===== config.mk =====
export PLATFORM = sky130hd
export DESIGN_NAME = tl_source_inflight_tracker
export DESIGN_NICKNAME = d
export VERILOG_FILES = /design/src/rtl/tl_source_inflight_tracker.sv
export SDC_FILE = /design/constraint.sdc
export NUM_CORES = 1
export LEC_CHECK = 0
export BUFFER_PORTS_ARGS = -buffer_cell sky130_fd_sc_hd__buf_2
export CORE_MARGIN = 1.5
export CORE_UTILIZATION = 60
export CTS_CLUSTER_DIAMETER = 100
export CTS_CLUSTER_SIZE = 40
export DETAILED_ROUTE_END_ITERATION = 16
export PLACE_DENSITY = 0.8
export SYNTH_ARGS = -nofsm -noshare
export SYNTH_HDL_FRONTEND = slang
export SYNTH_SLANG_ARGS = --single-unit

===== constraint.sdc =====
create_clock -name clock -period 4.45 [get_ports clock]
set_input_delay 0.6675 -clock clock [delete_from_list [all_inputs] [get_ports clock]]
set_output_delay 0.6675 -clock clock [all_outputs]
set_load 0.01 [all_outputs]

===== src/rtl/tl_source_inflight_tracker.sv =====
// Monitor-side tracker for in-flight TileLink source IDs on one link.
// Records the request size at A issue and presents registered size-compare
// operands for every D beat. Also reports duplicate sources, responses with no
// matching request, and a watchdog timeout. Purely passive: it never drives or
// stalls the link.
module tl_source_inflight_tracker #(
    parameter int SOURCE_BITS = 4,
    parameter int SIZE_BITS   = 3,
    parameter int TIMEOUT     = 1024
) (
    input  logic                   clock,
    input  logic                   reset_n,
    input  logic                   a_valid,
    input  logic                   a_ready,
    input  logic [SOURCE_BITS-1:0] a_source,
    input  logic [SIZE_BITS-1:0]   a_size,
    input  logic                   d_valid,
    input  logic                   d_ready,
    input  logic                   d_last,
    input  logic [SOURCE_BITS-1:0] d_source,
    input  logic [SIZE_BITS-1:0]   d_size,
    output logic                   chk_skip,
    output logic [SIZE_BITS-1:0]   chk_exp,
    output logic [SIZE_BITS-1:0]   chk_act,
    output logic                   err_dup_source,
    output logic                   err_unknown_resp,
    output logic                   err_timeout,
    output logic [SOURCE_BITS:0]   inflight_count
);

    localparam int DEPTH = 1 << SOURCE_BITS;

    logic [DEPTH-1:0]     inflight;
    logic [DEPTH-1:0]     inflight_nxt;
    logic [SIZE_BITS-1:0] size_tbl [DEPTH];
    logic                 a_fire;
    logic                 d_fire;
    logic                 d_done;
    logic                 a_hit;
    logic                 d_hit;
    logic [SOURCE_BITS:0] count_nxt;

    // Handshake decode and next-state bitmap: D completion clears first so a
    // same-cycle A on the same source re-allocates the entry.
    always_comb begin
        a_fire       = a_valid & a_ready;
        d_fire       = d_valid & d_ready;
        d_done       = d_fire & d_last;
        a_hit        = inflight[a_source];
        d_hit        = inflight[d_source];
        inflight_nxt = inflight;
        if (d_done) begin
            inflight_nxt[d_source] = 1'b0;
        end
        if (a_fire) begin
            inflight_nxt[a_source] = 1'b1;
        end
        count_nxt = '0;
        for (int i = 0; i < DEPTH; i++) begin
            count_nxt = count_nxt + {{SOURCE_BITS{1'b0}}, inflight_nxt[i]};
        end
    end

    // Tracking table: in-flight bitmap plus the size recorded at A issue.
    always_ff @(posedge clock or negedge reset_n) begin
        if (!reset_n) begin
            inflight <= '0;
            for (int i = 0; i < DEPTH; i++) begin
                size_tbl[i] <= '0;
            end
        end else begin
            inflight <= inflight_nxt;
            if (a_fire) begin
                size_tbl[a_source] <= a_size;
            end
        end
    end

    // Registered checker operands and error pulses; chk_exp uses the table
    // value before this cycle's A write, so a same-source re-issue checks the old size.
    always_ff @(posedge clock or negedge reset_n) begin
        if (!reset_n) begin
            chk_skip         <= 1'b1;
            chk_exp          <= '0;
            chk_act          <= '0;
            err_dup_source   <= 1'b0;
            err_unknown_resp <= 1'b0;
            inflight_count   <= '0;
        end else begin
            chk_skip         <= ~(d_fire & d_hit);
            if (d_fire) begin
                chk_exp <= size_tbl[d_source];
                chk_act <= d_size;
            end
            err_dup_source   <= a_fire & a_hit & ~(d_done & (d_source == a_source));
            err_unknown_resp <= d_fire & ~d_hit;
            inflight_count   <= count_nxt;
        end
    end

    if (TIMEOUT > 0) begin : g_wd
        localparam int WD_W = $clog2(TIMEOUT + 1);
        logic [WD_W-1:0] wd_cnt;

        // Watchdog: counts cycles with work outstanding and no completion,
        // pulses once on reaching the limit, then parks until cleared.
        always_ff @(posedge clock or negedge reset_n) begin
            if (!reset_n) begin
                wd_cnt      <= '0;
                err_timeout <= 1'b0;
            end else if ((inflight_nxt == '0) || d_done) begin
                wd_cnt      <= '0;
                err_timeout <= 1'b0;
            end else if (wd_cnt != WD_W'(TIMEOUT)) begin
                wd_cnt      <= wd_cnt + 1'b1;
                err_timeout <= (wd_cnt == WD_W'(TIMEOUT - 1));
            end else begin
                err_timeout <= 1'b0;
            end
        end
    end else begin : g_no_wd
        assign err_timeout = 1'b0;
    end

endmodule

Word level (Yosys, flattened, before mapping) --
Cells that the tools add are included.
Storage, ports and cells: register bits 90, bits of input ports 21, word-level logic and storage cells 93, output and inout bits 15
Cells by class: add/sub/neg operators 16, eq/ne operators 3, bitwise gates (word level) 16, magnitude comparators 7, mux-type cells 20, reductions and logical operators 6
Operators by type and width (count):
- 5-bit by 1-bit adder with 5-bit output | 11
- 48-bit bitwise mux | 1
- 16-bit two-way mux | 2
- 11-bit two-way mux | 2
- 16-bit AND | 1
- 16-bit zero test | 1
- 16-bit NOT | 1
- 16-bit bitwise OR | 1
- 3-bit binary-select mux with 4-bit select | 1
- 3-bit demux with 4-bit select | 1
- 11-bit by 1-bit adder with 11-bit output, second input constant | 1
- 11-bit by 10-bit equality test with 1-bit output, second input constant | 1
- 11-bit != test, second input constant | 1
- 5-bit >= comparator, second input constant | 2
- 4-bit by 5-bit < comparator with 1-bit output, second input constant | 2
- 4-bit NOT with 5-bit output | 2
- 3-bit two-way mux | 3
- 1-bit AND | 8
- 1-bit binary-select mux with 4-bit select | 2
- 1-bit demux with 4-bit select | 2
- 4-bit by 1-bit >= comparator with 1-bit output, second input constant | 2
- 1-bit two-way mux | 6
- 4-bit by 1-bit adder with 5-bit output | 1
- 5-bit by 1-bit < comparator with 1-bit output, second input constant | 1
- other kinds (8) | 12

Depth between registers and ports, before layout --
word-level depth 24, gate-level depth with buffers 16, gate-level depth less buffers 15

Worst setup path before layout --
Ideal clock, no wire load.
path kind input to register, start input d_source[1], end register inflight_count[4], buffers on the path 2, stages 16, path slack 11 ps, arrival time 4374 ps, setup time 64 ps, data required time 4386 ps, path through buf_2 > buf_1 > o31ai_1 > and2_1 > inv_1 > fa_1 > fa_1 > inv_1 > fa_1 > inv_1 > fa_1 > ha_1 > inv_1 > fa_1 > nor2b_1 > o21a_1
On the way: cells in the longest elaborated chain, start to end 24, elaborated cells between the ends (all ways) 25, classes of those cells add/sub: 15; order compare: 2; mux: 4; bitwise: 3; reduce/logical: 1
RTL lines:
- start: declaration | RTL line 20 | input logic [SOURCE_BITS-1:0] d_source,
- 4-bit by 5-bit < comparator with 1-bit output (implied by the code) / 4-bit by 1-bit >= comparator with 1-bit output (equally long branches) | RTL line 53 | inflight_nxt[d_source] = 1'b0;
- 1-bit logical AND (implied by the code) | RTL line 53
- 1-bit two-way mux (implied by the code) | RTL line 53
- 1-bit demux with 4-bit select * | RTL line 53
- 16-bit NOT (no line) *
- 16-bit AND (no line) *
- 16-bit two-way mux * | RTL line 52 | if (d_done) begin
- 16-bit bitwise OR (no line)
- 16-bit two-way mux * | RTL line 55 | if (a_fire) begin
- net inflight_nxt[1] | RTL line 34 | logic [DEPTH-1:0] inflight_nxt;
- 1-bit by 1-bit adder with 2-bit output * | RTL line 60 | count_nxt = count_nxt + {{SOURCE_BITS{1'b0}}, inflight_nxt[i]};
- 2-bit by 1-bit adder with 3-bit output * | RTL line 60
- 3-bit by 1-bit adder with 4-bit output * | RTL line 60
- 4-bit by 1-bit adder with 5-bit output * | RTL line 60
- 5-bit by 1-bit adder with 5-bit output * (11 in series) | RTL line 60
- net count_nxt[4] | RTL line 41 | logic [SOURCE_BITS:0] count_nxt;
- end signal: assignment | RTL line 97 | inflight_count <= count_nxt;
- end: declaration | RTL line 28 | output logic [SOURCE_BITS:0] inflight_count
The timed path passes the listed nets; every way through them passes the cells marked *. A chain may end at the register's enable or synchronous reset.

Worst setup path in the final report --
start input d_source[3], end register inflight_count[4]
On the way: elaborated cells between the ends (all ways) 25, classes of those cells add/sub: 15; order compare: 2; mux: 4; bitwise: 3; reduce/logical: 1
RTL lines (RTL line):
- 4-bit by 5-bit < comparator with 1-bit output (implied by the code) / 4-bit by 1-bit >= comparator with 1-bit output (equally long branches) | 53
- 1-bit logical AND (implied by the code) | 53
- 1-bit two-way mux (implied by the code) | 53
- 1-bit demux with 4-bit select * | 53
- 16-bit NOT (no line) *
- 16-bit AND (no line) *
- 16-bit two-way mux * | 52
- 16-bit bitwise OR (no line)
- 16-bit two-way mux * | 55
- net inflight_nxt[5] | 34
- 5-bit by 1-bit adder with 5-bit output * (11 in series) | 60
- net count_nxt[4] | 41
Marked as above.

==> impl_metrics.env <==
export IMPL_status="finished, final reports clean"
export IMPL_power_frac_seq_pct=37.7
export IMPL_cts_tree="done"
export IMPL_path_clk_slew_ns=0.09
export IMPL_drive_gt1_share_pct=34.8
export IMPL_cts_sinks=90
export IMPL_synth_distinct_cells=42
export IMPL_worst_ep_required_time_ns=4.76
export IMPL_hold_viol=0
export IMPL_grt_pass1_vias=3657
export IMPL_max_freq_mhz=237
export IMPL_numCtsBuffers=9
export IMPL_power_total_mw=3.01
export IMPL_worstHoldPathType="in -> async"
export IMPL_fill_cells=539
export IMPL_place_gp_congestion=1.00
export IMPL_wl_per_cell_um=20.2
export IMPL_clock_latency_ns=0.37
export IMPL_multi_input_area_um2=2400
export IMPL_critPathCaptureType="register"
export IMPL_synth_yosys_seq_area_share_pct=46.8
export IMPL_yosys_register_bits=90
export IMPL_leakage_nw=2.61
export IMPL_cts_max_path_buffers=2
export IMPL_post_cts_repair_setup_buffers=0
export IMPL_final_cell_mix="dfrtp_1 (89), nand2_1 (66), mux2_2 (46)"
export IMPL_clockPowerShare_pct=17.2
export IMPL_path_class="in -> reg"
export IMPL_cts_root_buf="clkbuf_8"
export IMPL_htreeDepth=3
export IMPL_reg2reg_from="inflight[1]"
export IMPL_dpl_cell_count=549
export IMPL_whs_ns=0.282
export IMPL_register_area_um2=2250
export IMPL_die_height_um=92.6
export IMPL_internal_power_mw=1.94
export IMPL_power_density_nw_per_um2=546
export IMPL_syn_inst=385
export IMPL_io_pins=36
export IMPL_finalWirelength_mm=11.4
export IMPL_drc=0
export IMPL_critPathMaxFanout=8
export IMPL_relSlewSlack_pct=26.8
export IMPL_regToRegSetupSlack_ns=0.67
export IMPL_drt_iter0_markers=274
export IMPL_finalNonFillerCells=565
export IMPL_path_cells="buf_2 > nand4b_4 > o31ai_1 > nand2_1 > fa_1 > fa_1 > inv_1 > fa_1 > inv_1 > fa_1 > ha_1 > inv_1 > fa_1 > nor2b_1 > o21a_1"
export IMPL_utilization_pct=71.4
export IMPL_ant_nets=0
export IMPL_yosysWarnings=0
export IMPL_cp_slowest_stage_delay_ns=0.51
export IMPL_syn_to_final_growth_pct=14.7
export IMPL_place_ws_ns=-0.197
export IMPL_portBuffers=35
export IMPL_die_w_um=92.6
export IMPL_viasPerCell=6.15
export IMPL_combPwrFrac_pct=45.1
export IMPL_place_detailed_hpwl_mm=8.48
export IMPL_insertedDiodeCount=0
export IMPL_synth_edff_count=0
export IMPL_synth_main_ff_cell="dfrtp_1"
export IMPL_ys_async_sr_fraction_pct=100
export IMPL_grt_usage_pct=29.4
export IMPL_fin_crit_ns=4.22
export IMPL_core_area_um2=7730
export IMPL_synth_nets=424
export IMPL_ir_drop_v=0.000476
export IMPL_setup_violations=0
export IMPL_die_area_um2=8570
export IMPL_rows=32
export IMPL_rsz0062_at_grt="no"
export IMPL_layout_setup_ws_ns=0.227
export IMPL_synth_area_per_cell_um2=12.5
export IMPL_grt_antenna_before_repair=0
export IMPL_max_slew_worst_pin_slew_ns=1.09
export IMPL_initial_core_util_pct=62.3
export IMPL_r2r_end="inflight_count[4]"
export IMPL_grt_overflow_total=0
export IMPL_critPathArrivalTime_ns=4.54
export IMPL_switching_power_mw=1.08
export IMPL_slew_viol_final=0
export IMPL_timing_final_crit_share_pct=94.9
export IMPL_first_pass_iters=5
export IMPL_switching_share_pct=35.7
export IMPL_final_common_cell="dfrtp_1"
export IMPL_startpoint_type="input pin"
export IMPL_finalClockSkew_ns=0.0135
export IMPL_layout_nets=497
export IMPL_synth_area_um2=4810
export IMPL_grt_start_max_net_pins=48
export IMPL_cp_common_cell="fa_1"
export IMPL_vias=3473
export IMPL_critPathSlowestCell="fa_1"
export IMPL_grt_pass1_wl_mm=18.7
export IMPL_maxCapViolCount=0
export IMPL_r2r_cells=14
-- cell type report --
type / instances / share of cell area (%)
inverters: 16 / 1.09
well taps: 102 / 2.31
clock buffers: 10 / 2.49
flip-flops and latches: 90 / 40.8
clock inverters: 6 / 0.748
multi-input cells: 263 / 43.5
repair buffers: 78 / 9.07
-- metal layers --
metal,share of wire (%),global-route usage (%),up-vias
li1,-,-,1540
met1,42,37.6,1778
met2,50,48.7,133
met3,5.7,6.90,22
met4,2.6,11.4,0
met5,0,0,-
-- worst max-delay path: cells and delay by family --
family                   cells  cell delay (ns)
AO/OA/AOI/OAI                2             0.48
adder cells (fa/ha/maj)      6             2.57
AND/OR/NAND/NOR              3             0.54
buffers and inverters        4             0.29
-- Yosys cell counts (7+ instances only) --
cell type,number,area [um^2]
nand2_1,66,248
dfrtp_1,89,2230
mux4_2,16,360
xnor2_1,13,114
nand3_1,10,50.1
ha_1,8,100
nand4_1,13,81.3
o21ai_0,10,50.1
buf_2,7,35.0
mux2_2,46,518
a21oi_1,13,65.1
inv_1,16,60.1
fa_1,10,200
mux4_1,9,236
-- state kept, by name, indices dropped and copies added (netlist names) --
register and count:
inflight_count 5, g_wd.wd_cnt 11, size_tbl 48, chk_exp 3, chk_act 3, chk_skip 1
err_dup_source 1, inflight 16, err_unknown_resp 1, err_timeout 1
-- through the flow --
| stage | TNS [ns] | cell area (um^2) |
|---|---|---|
| finish | 0 | 5520 |
| detailed placement | -0.599 | 5340 |
| CTS | 0 | 5520 |
| global placement | -0.114 | 5340 |
| floorplan | 0 | 4810 |
| global route | 0 | 5520 |
-- worst max-delay path by stage --
stage / from / to / cells past startpoint
2_1_floorplan: d_source[1] / inflight_count[4] / 16
3_3_place_gp: d_source[3] / inflight_count[4] / 16
3_5_place_dp: d_valid / inflight_count[4] / 15
4_1_cts: d_valid / inflight_count[4] / 15
5_1_grt: d_valid / inflight_count[4] / 15
6_report: d_source[3] / inflight_count[4] / 15
-- timing repair --
action                     4_1_cts  5_1_grt
resized for setup                0        1
hold buffers                     0        0
setup endpoints to repair        0        3
-- power groups by stage --
stage                     Sequential [mW]  Clock (mW)  Combinational (mW)
after floorplan                      1.13           0               0.936
after global placement               1.14           0                1.30
after detailed placement             1.15           0                1.37
after CTS                            1.13       0.531                1.37
after global routing                 1.16       0.561                1.55
final                                1.14       0.518                1.36
-- logic make-up (layout without fill, tap and decap cells) --
kind of cell    Yosys count  count (layout)  share of synthesized area [%]
fa+ha+maj                18              18                           6.24
simple gates            124             124                           13.4
buf+inv                  32             110                           3.33
compound gates           35              35                           4.34
xor+xnor                 15              15                           2.73
mux                      71              71                           23.2
flops                    90              90                           46.8
No activity file was read; power rests on OpenSTA's default activity.
